File: src/rtl/bf_stack_reader.sv
// bf_stack_reader
//   Read side of the bias-free perceptron predictor's recency stack. Each
//   prediction request scans all DEPTH stack entries from newest (DEPTH) to
//   oldest (1). Every non-empty entry is hashed into a weight-table index,
//   one weight read is issued for it, and the returned signed weight is
//   added to or subtracted from the perceptron sum. The entry's folded
//   history bit selects add or subtract. At the end the block emits a
//   taken/not-taken prediction.
//
//   Build option: define BF_READER_SAT_EN to saturate the accumulator at the
//   SUM_W signed range. Without it, the accumulator wraps in two's complement.
//
// Ports
//   clk           clock, rising edge
//   rst           asynchronous reset, active low
//   start         prediction request, accepted only when idle
//   abort         flush; cancels a scan that is in flight
//   pc            fetch PC, captured when start is accepted
//   Stack_branch  per-entry branch address; entry DEPTH is the newest
//   Folded_hist   per-entry outcome bit (1 = add weight, 0 = subtract)
//   Pos           per-entry position
//   wt_req        weight read strobe (registered)
//   wt_idx        weight read index (registered)
//   wt_rdata      signed weight, valid the cycle after wt_req
//   busy          scan in progress
//   pred_valid    one-cycle prediction strobe
//   pred_taken    prediction (sum >= 0)
//   pred_sum      signed perceptron sum
//
// state | meaning
// IDLE  | waiting for start
// SCAN  | issuing one entry per cycle, cnt = DEPTH..1
// DRAIN | last read is on wt_req; waiting for its weight
// DONE  | last weight is on wt_rdata; prediction is registered
module bf_stack_reader #(
  parameter int DEPTH  = 48,
  parameter int ADDR_W = 16,
  parameter int POS_W  = 6,
  parameter int IDX_W  = 10,
  parameter int WGT_W  = 8,
  parameter int SUM_W  = 14
) (
  input  logic                          clk,
  input  logic                          rst,
  input  logic                          start,
  input  logic                          abort,
  input  logic [ADDR_W-1:0]             pc,
  input  logic [DEPTH:1][ADDR_W-1:0]    Stack_branch,
  input  logic [DEPTH:1]                Folded_hist,
  input  logic [DEPTH:1][POS_W-1:0]     Pos,
  output logic                          wt_req,
  output logic [IDX_W-1:0]              wt_idx,
  input  logic [WGT_W-1:0]              wt_rdata,
  output logic                          busy,
  output logic                          pred_valid,
  output logic                          pred_taken,
  output logic signed [SUM_W-1:0]       pred_sum
);

  localparam int CNT_W = $clog2(DEPTH + 1);

  typedef enum logic [1:0] {IDLE, SCAN, DRAIN, DONE} state_t;

  state_t            state, state_nxt;
  logic [CNT_W-1:0]  cnt;
  logic [IDX_W-1:0]  pc_q;
  logic              hist_req, hist_d, req_d;
  logic [SUM_W-1:0]  sum, sum_step, sum_acc;
  logic [SUM_W:0]    sum_wide, rdata_ext;
  logic              accept, flush, issue;
  logic [ADDR_W-1:0] entry_br;
  logic [POS_W-1:0]  entry_pos;
  logic [IDX_W-1:0]  entry_idx;
  logic              unused_bits;

  // Bit 0 of the address is not used in the hash, so the index is taken
  // from bits IDX_W..1 of the branch address and of the PC.
  assign entry_br  = Stack_branch[cnt];
  assign entry_pos = Pos[cnt];
  assign entry_idx = entry_br[IDX_W:1] ^ pc_q ^ (IDX_W'(entry_pos) << (IDX_W - POS_W));

  assign flush = abort && (state != IDLE);
  assign issue = (state == SCAN) && (entry_br != '0) && !flush;

  assign unused_bits = ^{pc[ADDR_W-1:IDX_W+1], pc[0], entry_br[ADDR_W-1:IDX_W+1],
                         entry_br[0], sum_wide[SUM_W]};

  always_comb begin
    state_nxt = state;
    accept    = 1'b0;
    case (state)
      IDLE: begin
        // busy stays high for the cycle after DONE, so a start arriving
        // in that cycle is ignored as well.
        if (start && !abort && !busy) begin
          accept    = 1'b1;
          state_nxt = SCAN;
        end
      end
      SCAN:    if (cnt == CNT_W'(1)) state_nxt = DRAIN;
      DRAIN:   state_nxt = DONE;
      DONE:    state_nxt = IDLE;
      default: state_nxt = IDLE;
    endcase
    if (flush) state_nxt = IDLE;
  end

  always_ff @(posedge clk or negedge rst) begin
    if (!rst) state <= IDLE;
    else      state <= state_nxt;
  end

  // Accumulator step. One guard bit is enough to detect overflow, because
  // both operands fit in SUM_W signed bits.
  always_comb begin
    rdata_ext = {{(SUM_W + 1 - WGT_W){wt_rdata[WGT_W-1]}}, wt_rdata};
    sum_wide  = hist_d ? ({sum[SUM_W-1], sum} + rdata_ext)
                       : ({sum[SUM_W-1], sum} - rdata_ext);
`ifdef BF_READER_SAT_EN
    if (sum_wide[SUM_W] != sum_wide[SUM_W-1])
      sum_step = sum_wide[SUM_W] ? {1'b1, {(SUM_W-1){1'b0}}} : {1'b0, {(SUM_W-1){1'b1}}};
    else
      sum_step = sum_wide[SUM_W-1:0];
`else
    sum_step = sum_wide[SUM_W-1:0];
`endif
    sum_acc = req_d ? sum_step : sum;
  end

  always_ff @(posedge clk or negedge rst) begin
    if (!rst) begin
      cnt        <= '0;
      pc_q       <= '0;
      wt_req     <= 1'b0;
      wt_idx     <= '0;
      hist_req   <= 1'b0;
      hist_d     <= 1'b0;
      req_d      <= 1'b0;
      sum        <= '0;
      busy       <= 1'b0;
      pred_valid <= 1'b0;
      pred_taken <= 1'b0;
      pred_sum   <= '0;
    end else begin
      busy       <= (state != IDLE) && !flush;
      wt_req     <= issue;
      hist_req   <= Folded_hist[cnt] && issue;
      req_d      <= wt_req && !flush;
      hist_d     <= hist_req && !flush;
      pred_valid <= (state == DONE) && !flush;
      if (issue) wt_idx <= entry_idx;
      if (accept) begin
        pc_q <= pc[IDX_W:1];
        cnt  <= CNT_W'(DEPTH);
        sum  <= '0;
      end else begin
        if (state == SCAN && !flush) cnt <= cnt - CNT_W'(1);
        if (!flush) sum <= sum_acc;
      end
      if (state == DONE && !flush) begin
        pred_sum   <= sum_acc;
        pred_taken <= ~sum_acc[SUM_W-1];
      end
    end
  end

endmodule
File: config.mk
export PLATFORM = sky130hd
export DESIGN_NAME = bf_stack_reader
export DESIGN_NICKNAME = d
export VERILOG_FILES = /design/src/rtl/bf_stack_reader.sv
export SDC_FILE = /design/constraint.sdc
export NUM_CORES = 1
export LEC_CHECK = 0
export CAP_MARGIN = 20
export CORE_AREA = 4 4 452 454
export DETAILED_ROUTE_END_ITERATION = 6
export DIE_AREA = 0 0 456 458
export PLACE_DENSITY = 0.34
export SYNTH_ARGS = -nofsm -noshare
export SYNTH_HDL_FRONTEND = slang
export SYNTH_SLANG_ARGS = --single-unit
File: constraint.sdc
create_clock -name clk -period 5.8 [get_ports clk]
set_clock_uncertainty 0.2 [all_clocks]
set_input_delay 1.74 -clock clk [delete_from_list [all_inputs] [get_ports clk]]
set_output_delay 1.74 -clock clk [all_outputs]
set_load 0.02 [all_outputs]
==> results of run 1 <==
[metal layers]
layer	up-vias	global-route usage, %	part of all wire, %
li1	7007	-	-
met1	8062	16.99	40
met2	769	27.34	54
met3	122	3.125	5.7
met4	32	0.6394	0.60
met5	-	0	0.13
[synth_stat cells (all sizes together) (5+ instances only)]
library cell  count
xor2             15
nand2            92
o211ai           18
a21oi            52
a221oi           18
nand4             7
nor3             25
dfrtp            63
a31oi            12
a211oi           13
nand2b            6
inv              16
nor2             61
or4              10
nand3            25
mux2i            74
clkbuf           33
xnor2            24
and2              5
a21o              6
nor4             34
nand3b            5
o21ai            44
a22o             14
a2111oi           5
or3b              5
o2111ai           5
buf              79
ha               21
nor2b            22
o221ai            5
mux2             51
o22ai            11
a22oi            12
mux4            187
[cells in the final DEF, fill, tap and decap left out, types with 21 or more instances in the layout]
cell,n
xnor2_1,24
mux4_2,187
nor3_1,24
nor2_1,58
mux2i_1,74
nor4_1,33
mux2_2,43
clkdlybuf4s50_1,1152
buf_4,95
o21ai_0,42
nand2_1,92
a21oi_1,52
nand3_1,25
ha_1,21
dfrtp_1,57
[worst min-delay path: cells and delay by family (launching register included)]
family           cells  cell delay, ps
AND/OR/NAND/NOR      1              50
flip-flops           1             340
AO/OA/AOI/OAI        1              60
[through the flow]
stage          instance area (um^2)  total power, W  setup slack, ps  utilization [%]
2_1_floorplan                 11840        0.005160             1153                -
3_3_place_gp                  27050        0.009871           -17.44            13.55
3_5_place_dp                  27050        0.009868            2.441            13.55
4_1_cts                       27350         0.01050            355.9            13.70
5_1_grt                       27350         0.01074            27.22            13.70
6_report                      27370        0.009983            466.6            13.71
[sequential cells by signal, summed over array words and instances, names as in the netlist]
signal	cells
busy	1
cnt	6
hist_d	1
hist_req	1
pc_q	10
pred_sum	14
pred_taken	1
pred_valid	1
req_d	1
state	2
sum	14
wt_idx	10
wt_req	1
[worst max path at each step]
stage                      startpoint                       end  slack (ps)  depth (start not counted)
floorplan                 wt_rdata[0]       sum[12]$_DFFE_PN0P_        1150                         12
global placement     Stack_branch[81]     wt_idx[6]$_DFFE_PN0P_         -20                         13
detailed placement  Stack_branch[236]     wt_idx[6]$_DFFE_PN0P_           2                         13
CTS                 Stack_branch[236]     wt_idx[6]$_DFFE_PN0P_         360                         13
global route              wt_rdata[2]  pred_sum[13]$_DFFE_PN0P_          30                         15
finish                    wt_rdata[2]  pred_sum[13]$_DFFE_PN0P_         470                         16
[final cells by class]
type                       count  area, um^2
clock inverter                 5       57.56
antenna                       10       25.02
tap                         2656        3323
fill                       22633      172300
sequential                    63        1594
inverter                      17       65.06
timing repair buffer        1256       12420
clock buffer                  11       242.7
multi-input combinational    947        9641
[cells by family after synthesis]
kind of cell / count (synthesis) / synth area share, %
buf+inv: 129 / 5.695
compound gates: 257 / 15.17
mux: 312 / 46.93
xor+xnor: 39 / 2.885
fa+ha+maj: 22 / 2.388
flops: 63 / 13.31
simple gates: 317 / 13.62
[power groups by stage]
stage | clock network [W] | registers, W | logic [W]
floorplan | 0 | 0.000866 | 0.00429
global placement | 0 | 0.00116 | 0.00871
detailed placement | 0 | 0.00117 | 0.00870
CTS | 0.000600 | 0.00116 | 0.00873
global route | 0.000613 | 0.00118 | 0.00894
finish | 0.000570 | 0.00113 | 0.00828
==> out/qor.csv, run 1 <==
metric,value,unit
routed vias,15992,
Initial Util,5.931,%
yosys warns,0,
layout cell share with drive strength beyond 1,16.75,%
first-pass GRT wire length,195000,um
Resize count post-CTS,0,
drt initial violations,913,
Area Overhead vs Synth,131.2,%
cell-by-cell trace of the critical path,clkdlybuf4s50_1 > nor2_1 > nor4b_1 > a21oi_1 > xor2_1 > ha_1 > nand4_1 > nor2_1 > a41oi_1 > nand3_1 > a41oi_1 > xnor2_1 > nand2_1 > xnor2_1 > buf_4 > mux2_2,
worst min path class,reg -> reg,
Max Fanout on Critical Path,6,
gpl congestion,0.8305,
R2R Setup Slk,890,ps
Skew-Pair Late Insertion Delay,340,ps
Final Critical Period,5333,ps
Die Height,458,um
Syn Inst Count,1139,
CTS Buf Count,9,
CP Class,in -> reg,
number of flops mapped to enable cells by yosys,0,
final hold viol count,0,
clk buf depth,2,
Cell variety after synth,75,
Global Route Usage Sum,14.31,%
Post-CTS Setup Bufs,0,
crit path DAT,5350,ps
clk slew on worst S/H paths,50,ps
PD cells,364.7,nW/um^2
DRC errors left,0,
part of the power in the clock network,5.7,%
Max Freq,0.1875,GHz
Post-Synthesis Net Count,2293,
Via density,3.221,
setup TNS,0,ps
Worst-Margin Slew,1107,ps
max incr delay on CP,460,ps
final cycle utilization of the critical path,91.96,%
1st-pass router iterations,5,
CTS sink cnt,63,
Max-Cap Viols,0,
Net Sw Frac,52.88,%
initial antenna violation count,110,
Sw Pwr,0.005279,W
drt wl/cell,31.49,um
"flops & latches, synth",63,
RSZ-0062 raised after global routing,false,
layout net count,3448,
cells on worst reg2reg path,11,
Post-Syn Area,11840,um^2
Worst Hold Path EP,pred_sum[5]$_DFFE_PN0P_,
Worst VDD drop,0.0001907,V
Lkg Pwr,9.020,nW
status,"finished, final reports clean",
Yosys top cell area share,35.57,%
Worst path slowest cell,clkdlybuf4s50_1,
HPWL after DPL,139900,um
Slew HR,25.23,%
Hold Path Cell Cnt,2,
# IOs,1160,
placed insts,4939,
"delay-heaviest family, CP",simple AND/OR/NAND/NOR gates,
register area share after synthesis,13.31,%
Gate power share,83.0,%
Die ar.,208800,um^2
Total Wirelength,156400,um
ys async rst share,100.0,%
Post-Layout Cell Count,4965,
Die Span X,456,um
total grt overflow,0,
r2r startpoint,cnt[0]$_DFFE_PN0P_,
Cell Int Power,0.004704,W
Crit. End Element,flop,
startpoint type of the worst setup path,primary input,
Buf/Inv on CP,2,
largest net degree at the start of global routing,65,
H-tree levels,3,
Final Max Slew Viols,0,
row count,164,
Area contributors post-synth,"mux4_2 36%, dfrtp_1 13%, mux2i_1 6.3%",
Antenna Nets Post-Route,0,
post-synth top area cell,mux4_2,
PortBufs,1153,
clock root buffer,clkbuf_16,
synthesized area per cell,10.40,um^2
setup violators final,0,
Reg power frac,11.3,%
Synth Flop Type,dfrtp_1,
final hold slack,287.6,ps
core area,199700,um^2
Critical Path RT,5820,ps
Hold Buf Count CTS,0,
worst reg2reg endpoint,wt_idx[6]$_DFFE_PN0P_,
number of global-route vias before repair,17507,
CTS tree,yes,
hold path startpoint,pred_sum[5]$_DFFE_PN0P_,
Power figures use the tool's default switching activity.
==> run 2, diff against run 1 <==
==> constraint.sdc (replaced) <==
create_clock -name clk -period 5.8 [get_ports clk]
set_clock_uncertainty 0.2 [all_clocks]
set_input_delay 1.16 -clock clk [delete_from_list [all_inputs] [get_ports clk]]
set_output_delay 1.16 -clock clk [all_outputs]
set_load 0.02 [all_outputs]
==> run 2 against run 1 <==
Compared with the run above: utilization about the same; cell area decreased by 0.28%; die area unchanged; sequential share of layout area about the same; hold slack got worse by 5.2 ps; via count decreased by 0.83%.
==> out/qor.csv, run 2 (synthesized netlist as in run 1, its figures left out) <==
metric,value,unit,change
status,"finished, final reports clean",,
row count,164,,unchanged
layout cell share with drive strength beyond 1,16.32,%,-0.43 points
Critical Path RT,5840,ps,+20 ps
PortBufs,1153,,unchanged
clock root buffer,clkbuf_16,,
setup violators final,0,,unchanged
r2r startpoint,cnt[0]$_DFFE_PN0P_,,
startpoint type of the worst setup path,flop,,
Post-Layout Cell Count,4961,,-0.081%
Resize count post-CTS,0,,unchanged
Skew-Pair Late Insertion Delay,350,ps,about the same
total grt overflow,0,,unchanged
Global Route Usage Sum,14.26,%,-0.054 points
core area,199700,um^2,unchanged
CTS tree,yes,,
Post-CTS Setup Bufs,0,,unchanged
Via density,3.197,,-0.75%
Final Worst Setup Slack,477.4,ps,+10.86 ps
Hold Buf Count CTS,0,,unchanged
# fillers,22636,,+0.013%
Initial Util,5.931,%,unchanged
sequential cell area,1594,um^2,unchanged
clk buf depth,2,,unchanged
worst min path class,reg -> reg,,
Final Critical Period,5323,ps,-10.86 ps
Total Wirelength,156200,um,about the same
drt wl/cell,31.49,um,about the same
final cycle utilization of the critical path,91.77,%,-0.19 points
Max Fanout on Critical Path,27,,+21
largest net degree at the start of global routing,64,,-1.5%
CTS Buf Count,9,,unchanged
Area Overhead vs Synth,130.5,%,
Lkg Pwr,8.952,nW,-0.75%
setup TNS,0,ps,unchanged
Top Registers,"pred_sum: 14 flops, sum: 14 flops",,
crit path DAT,5360,ps,about the same
Die Height,458,um,unchanged
"commonest non-fill, non-tap cells in the layout","1152 x clkdlybuf4s50_1, 187 x mux4_2, 92 x nand2_1",,
final core utilization,13.67,%,-0.039 points
PD cells,363.6,nW/um^2,-0.30%
multi-input logic area,9641,um^2,unchanged
Die Span X,456,um,unchanged
hold path startpoint,pred_sum[8]$_DFFE_PN0P_,,
1st-pass router iterations,5,,unchanged
HPWL after DPL,140600,um,+0.54%
CP Launch Point,cnt[0]$_DFFE_PN0P_,,
initial antenna violation count,109,,-0.91%
H-tree levels,3,,unchanged
Max Freq,0.1879,GHz,+0.20%
layout net count,3435,,-0.38%
gpl congestion,0.8184,,-1.5%
RSZ-0062 raised after global routing,false,,
cell-by-cell trace of the critical path,nand2b_1 > o21ai_0 > o311ai_1 > o2111ai_1 > buf_4 > o21ai_0 > nor4b_1 > buf_4 > nand2_1 > o31ai_4 > buf_12 > mux2_2,,
Crit. End Element,flop,,
routed vias,15860,,-0.83%
dpl ws,314.0,ps,+311.6 ps
final hold viol count,0,,unchanged
number of global-route vias before repair,17201,,-1.7%
drt initial violations,969,,+6.1%
Slew HR,22.01,%,-3.2 points
Worst-Margin Slew,1170,ps,+62.50 ps
placed insts,4926,,-0.26%
Max-Cap Viols,0,,unchanged
Worst VDD drop,0.0001413,V,-26%
# IOs,1160,,unchanged
clk slew on worst S/H paths,60,ps,about the same
DRC errors left,0,,unchanged
final hold slack,282.4,ps,-5.210 ps
first-pass GRT wire length,193400,um,-0.82%
CTS sink cnt,63,,unchanged
Antenna Nets Post-Route,0,,unchanged
Worst path slowest cell,dfrtp_4,,
CP Class,reg -> reg,,
"most common cell after layout, fill and taps aside",clkdlybuf4s50_1,,
Die ar.,208800,um^2,unchanged
max incr delay on CP,890,ps,+430 ps
Final Max Slew Viols,0,,unchanged
[run 2: cell types whose count changed in the layout (fill, tap and decap cells not counted)]
cell,delta
buf_4,-13
diode_2,+9
clkinvlp_4,+2
clkbuf_1,-1
clkbuf_8,-1
[run 2: layout make-up]
type | instances | area share [%]
clock buffers | 9 | 0.8251
flip-flops and latches | 63 | 5.840
multi-input cells | 947 | 35.32
clock inverters | 7 | 0.2659
repair buffers | 1243 | 45.16
inverters | 17 | 0.2384
well taps | 2656 | 12.18
diodes | 19 | 0.1742
[run 2: where the power goes]
group          total [W]  switching (W)  internal (W)  leakage, nW
combinational    0.00826        0.00462       0.00364         8.03
clock           0.000575       0.000241      0.000334        0.142
sequential       0.00109       0.000440      0.000651        0.778
total            0.00993        0.00531       0.00462         8.95
[run 2: metal layers]
metal  global-route usage, %  wire (um)  vias to the layer above
met5                       0        255                        -
met4                  0.9764       1234                       38
met3                   3.195       9166                      120
met2                   26.92      82910                      782
met1                   17.01      62660                     7923
li1                        -          -                     6997
[run 2: critical path: cells and delay by family (launching register included)]
| kind | cells | cell delay [ps] |
|---|---|---|
| compound gates | 5 | 2060 |
| simple gates | 3 | 1020 |
| flops | 1 | 890 |
| buf+inv | 3 | 640 |
| mux | 1 | 340 |
[run 2: final timing paths]
kind,end,slack [ps],depth (start not counted)
worst max-delay path,wt_idx[6]$_DFFE_PN0P_,480,12
worst min-delay path,pred_sum[8]$_DFFE_PN0P_,280,2
worst min register to register,pred_sum[8]$_DFFE_PN0P_,280,2
min in group asynchronous,pred_sum[3]$_DFFE_PN0P_,620,1
worst max register to register,wt_idx[6]$_DFFE_PN0P_,480,12
max in group asynchronous,cnt[0]$_DFFE_PN0P_,3930,2
[run 2: through the flow]
stage	cell area, um^2	total power [W]
6_report	27290	0.009925
5_1_grt	27270	0.01065
2_1_floorplan	11840	0.005160
3_3_place_gp	26950	0.009762
3_5_place_dp	26950	0.009756
4_1_cts	27250	0.01039
==> patch: new RTL, flow settings as in run 2 <==
The parameter `ADDR_W` goes from 16 to 17.
--- a/src/rtl/bf_stack_reader.sv
+++ b/src/rtl/bf_stack_reader.sv
@@ -35,5 +35,5 @@
 module bf_stack_reader #(
   parameter int DEPTH  = 48,
-  parameter int ADDR_W = 16,
+  parameter int ADDR_W = 17,
   parameter int POS_W  = 6,
   parameter int IDX_W  = 10,
Ports: changed (resized Stack_branch and pc); port bits go from 1160 to 1209. No check against the original RTL was run, so the function may have changed too.
==> patch against run 2 <==
Worst setup slack better by 0.52 ns. Count of clock-buffer cells in the layout unchanged. Sequential share of layout area decreased by 0.15 points. Fmax grew 11%. Total power decreased by 5.0%. Clock power decreased by 5.7%. Routed wire length fell by 4.8%. Area after synthesis increased by 5.8%. Final cell count up 2.5%. Worst hold slack got worse by 0.028 ns. Sequential cell count stayed put. Design area up 2.6%.
==> patch: results <==
[finish]
layout.cells.non_filler = 5086
drive_gt1_share_pct = 11.4
nNetsFinal = 3618
fill_cells = 22700

[global_route]
antenna_found_initial = 76
grt_pass1_vias = 17800
grt_usage_pct = 13.5
grt_max_degree = 64
grt_pass1_wl_mm = 187

[synthesis]
synth_mux_area_share_pct = 44.0
synth-xor-area-share_pct = 2.80
synth_cell_types = 83
ys_seq_area_share_pct = 12.6
yosys-top-cells-count = "mux2i_1 (149), mux4_2 (109), nand2_1 (109)"
synthFlopType = "dfrtp_1"
synth_fp_nets = 2436
synthTopCellsByArea = "mux4_2 (20%), dfrtp_1 (13%), mux2i_1 (12%)"
synth_warnings = 0
synthAdderAreaFrac_pct = 2.26
async_flop_share_pct = 100
synth_compound_area_share_pct = 15.4
postSynthAreaPerCell_um2 = 10.2

[placed_design]
dp_hpwl_mm = 133
gp_congestion = 0.891
placed_cell_area_um2 = 27700
io_buffers = 1201
dp_slack_ns = 0.577

[clock_tree]
clkLatencyLatePin_ns = 0.37
cts_made_buffers = 9
cts.reportedPaths.clkPinSlew_ns = 0.06
cts-resized-gates = 0
clk_path_buf_depth = 2

[timing]
tightest_slew_ns = 1.08

[worst_setup_path]
crit_path_top_delay_cell = "nand2_1"
cp.arrival_ns = 4.85
crit_family = "simple AND/OR/NAND/NOR gates"
crit_fanout = 16
rr_worst_depth = 11
slowest_delay_ns = 0.77

[drt]
first_pass_iters = 4
drt_iter0_drc = 870
num_vias = 16400
wl_per_cell_um = 29.2

[power]
vdd_drop_max_mv = 0.137
p_leak_nw = 9.52

[status]
status = "finished, final reports clean"

[min_path]
hold_depth = 1
patch: cell types whose count changed after synthesis, moves of 10 or more:
cell	before	now
nand2_1	92	109
a22oi_1	12	25
mux2i_1	74	149
clkbuf_1	33	22
mux4_1	0	45
clkbuf_8	0	16
nor4_1	34	47
mux4_2	187	109
buf_2	41	25
nor3_1	25	37
nor2_1	61	71
nor2b_1	22	10
mux2_2	43	23
patch: area by class of cell:
type                            instances  area, um2  area share [%]
Timing Repair Buffer                 1285      12800            45.6
Clock buffer                            9        225           0.804
Inverter                               18       71.3           0.255
Sequential cell                        63       1590            5.69
Antenna cell                           10       25.0          0.0893
Clock inverter                          7       56.3           0.201
Multi-Input combinational cell       1038       9950            35.5
Tap cell                             2656       3320            11.9
patch: path summary, 6_finish.rpt:
kind,slack (ns),from,to
worst max-delay path,0.99,cnt[4],wt_idx[7]
worst min-delay path,0.25,hist_req,hist_d
worst max register to register,0.99,cnt[4],wt_idx[7]
worst min register to register,0.25,hist_req,hist_d
max in group asynchronous,3.95,rst,cnt[1]
min in group asynchronous,0.73,rst,pred_sum[7]
patch: kinds of logic (layout without fill, tap and decap cells):
family,count (synthesis),after routing
AND/OR/NAND/NOR,368,368
XOR/XNOR,40,40
multiplexers,334,334
other,0,10
flip-flops,63,63
AO/OA/AOI/OAI,274,274
adder cells (fa/ha/maj),22,22
buffers and inverters,132,1319
patch: per-layer routing:
metal	GRT usage [%]	vias to the layer above	share of wire, %
met3	2.71	122	4.9
met1	16.2	8151	41
met5	0	-	0.12
met4	1.18	26	0.89
li1	-	7421	-
met2	25.7	713	53
patch: power by group:
group,leakage (nW),internal [W],switching [W]
Combinational,8.60,0.00348,0.00439
Sequential,0.790,0.000637,0.000387
Clock,0.130,0.000293,0.000249
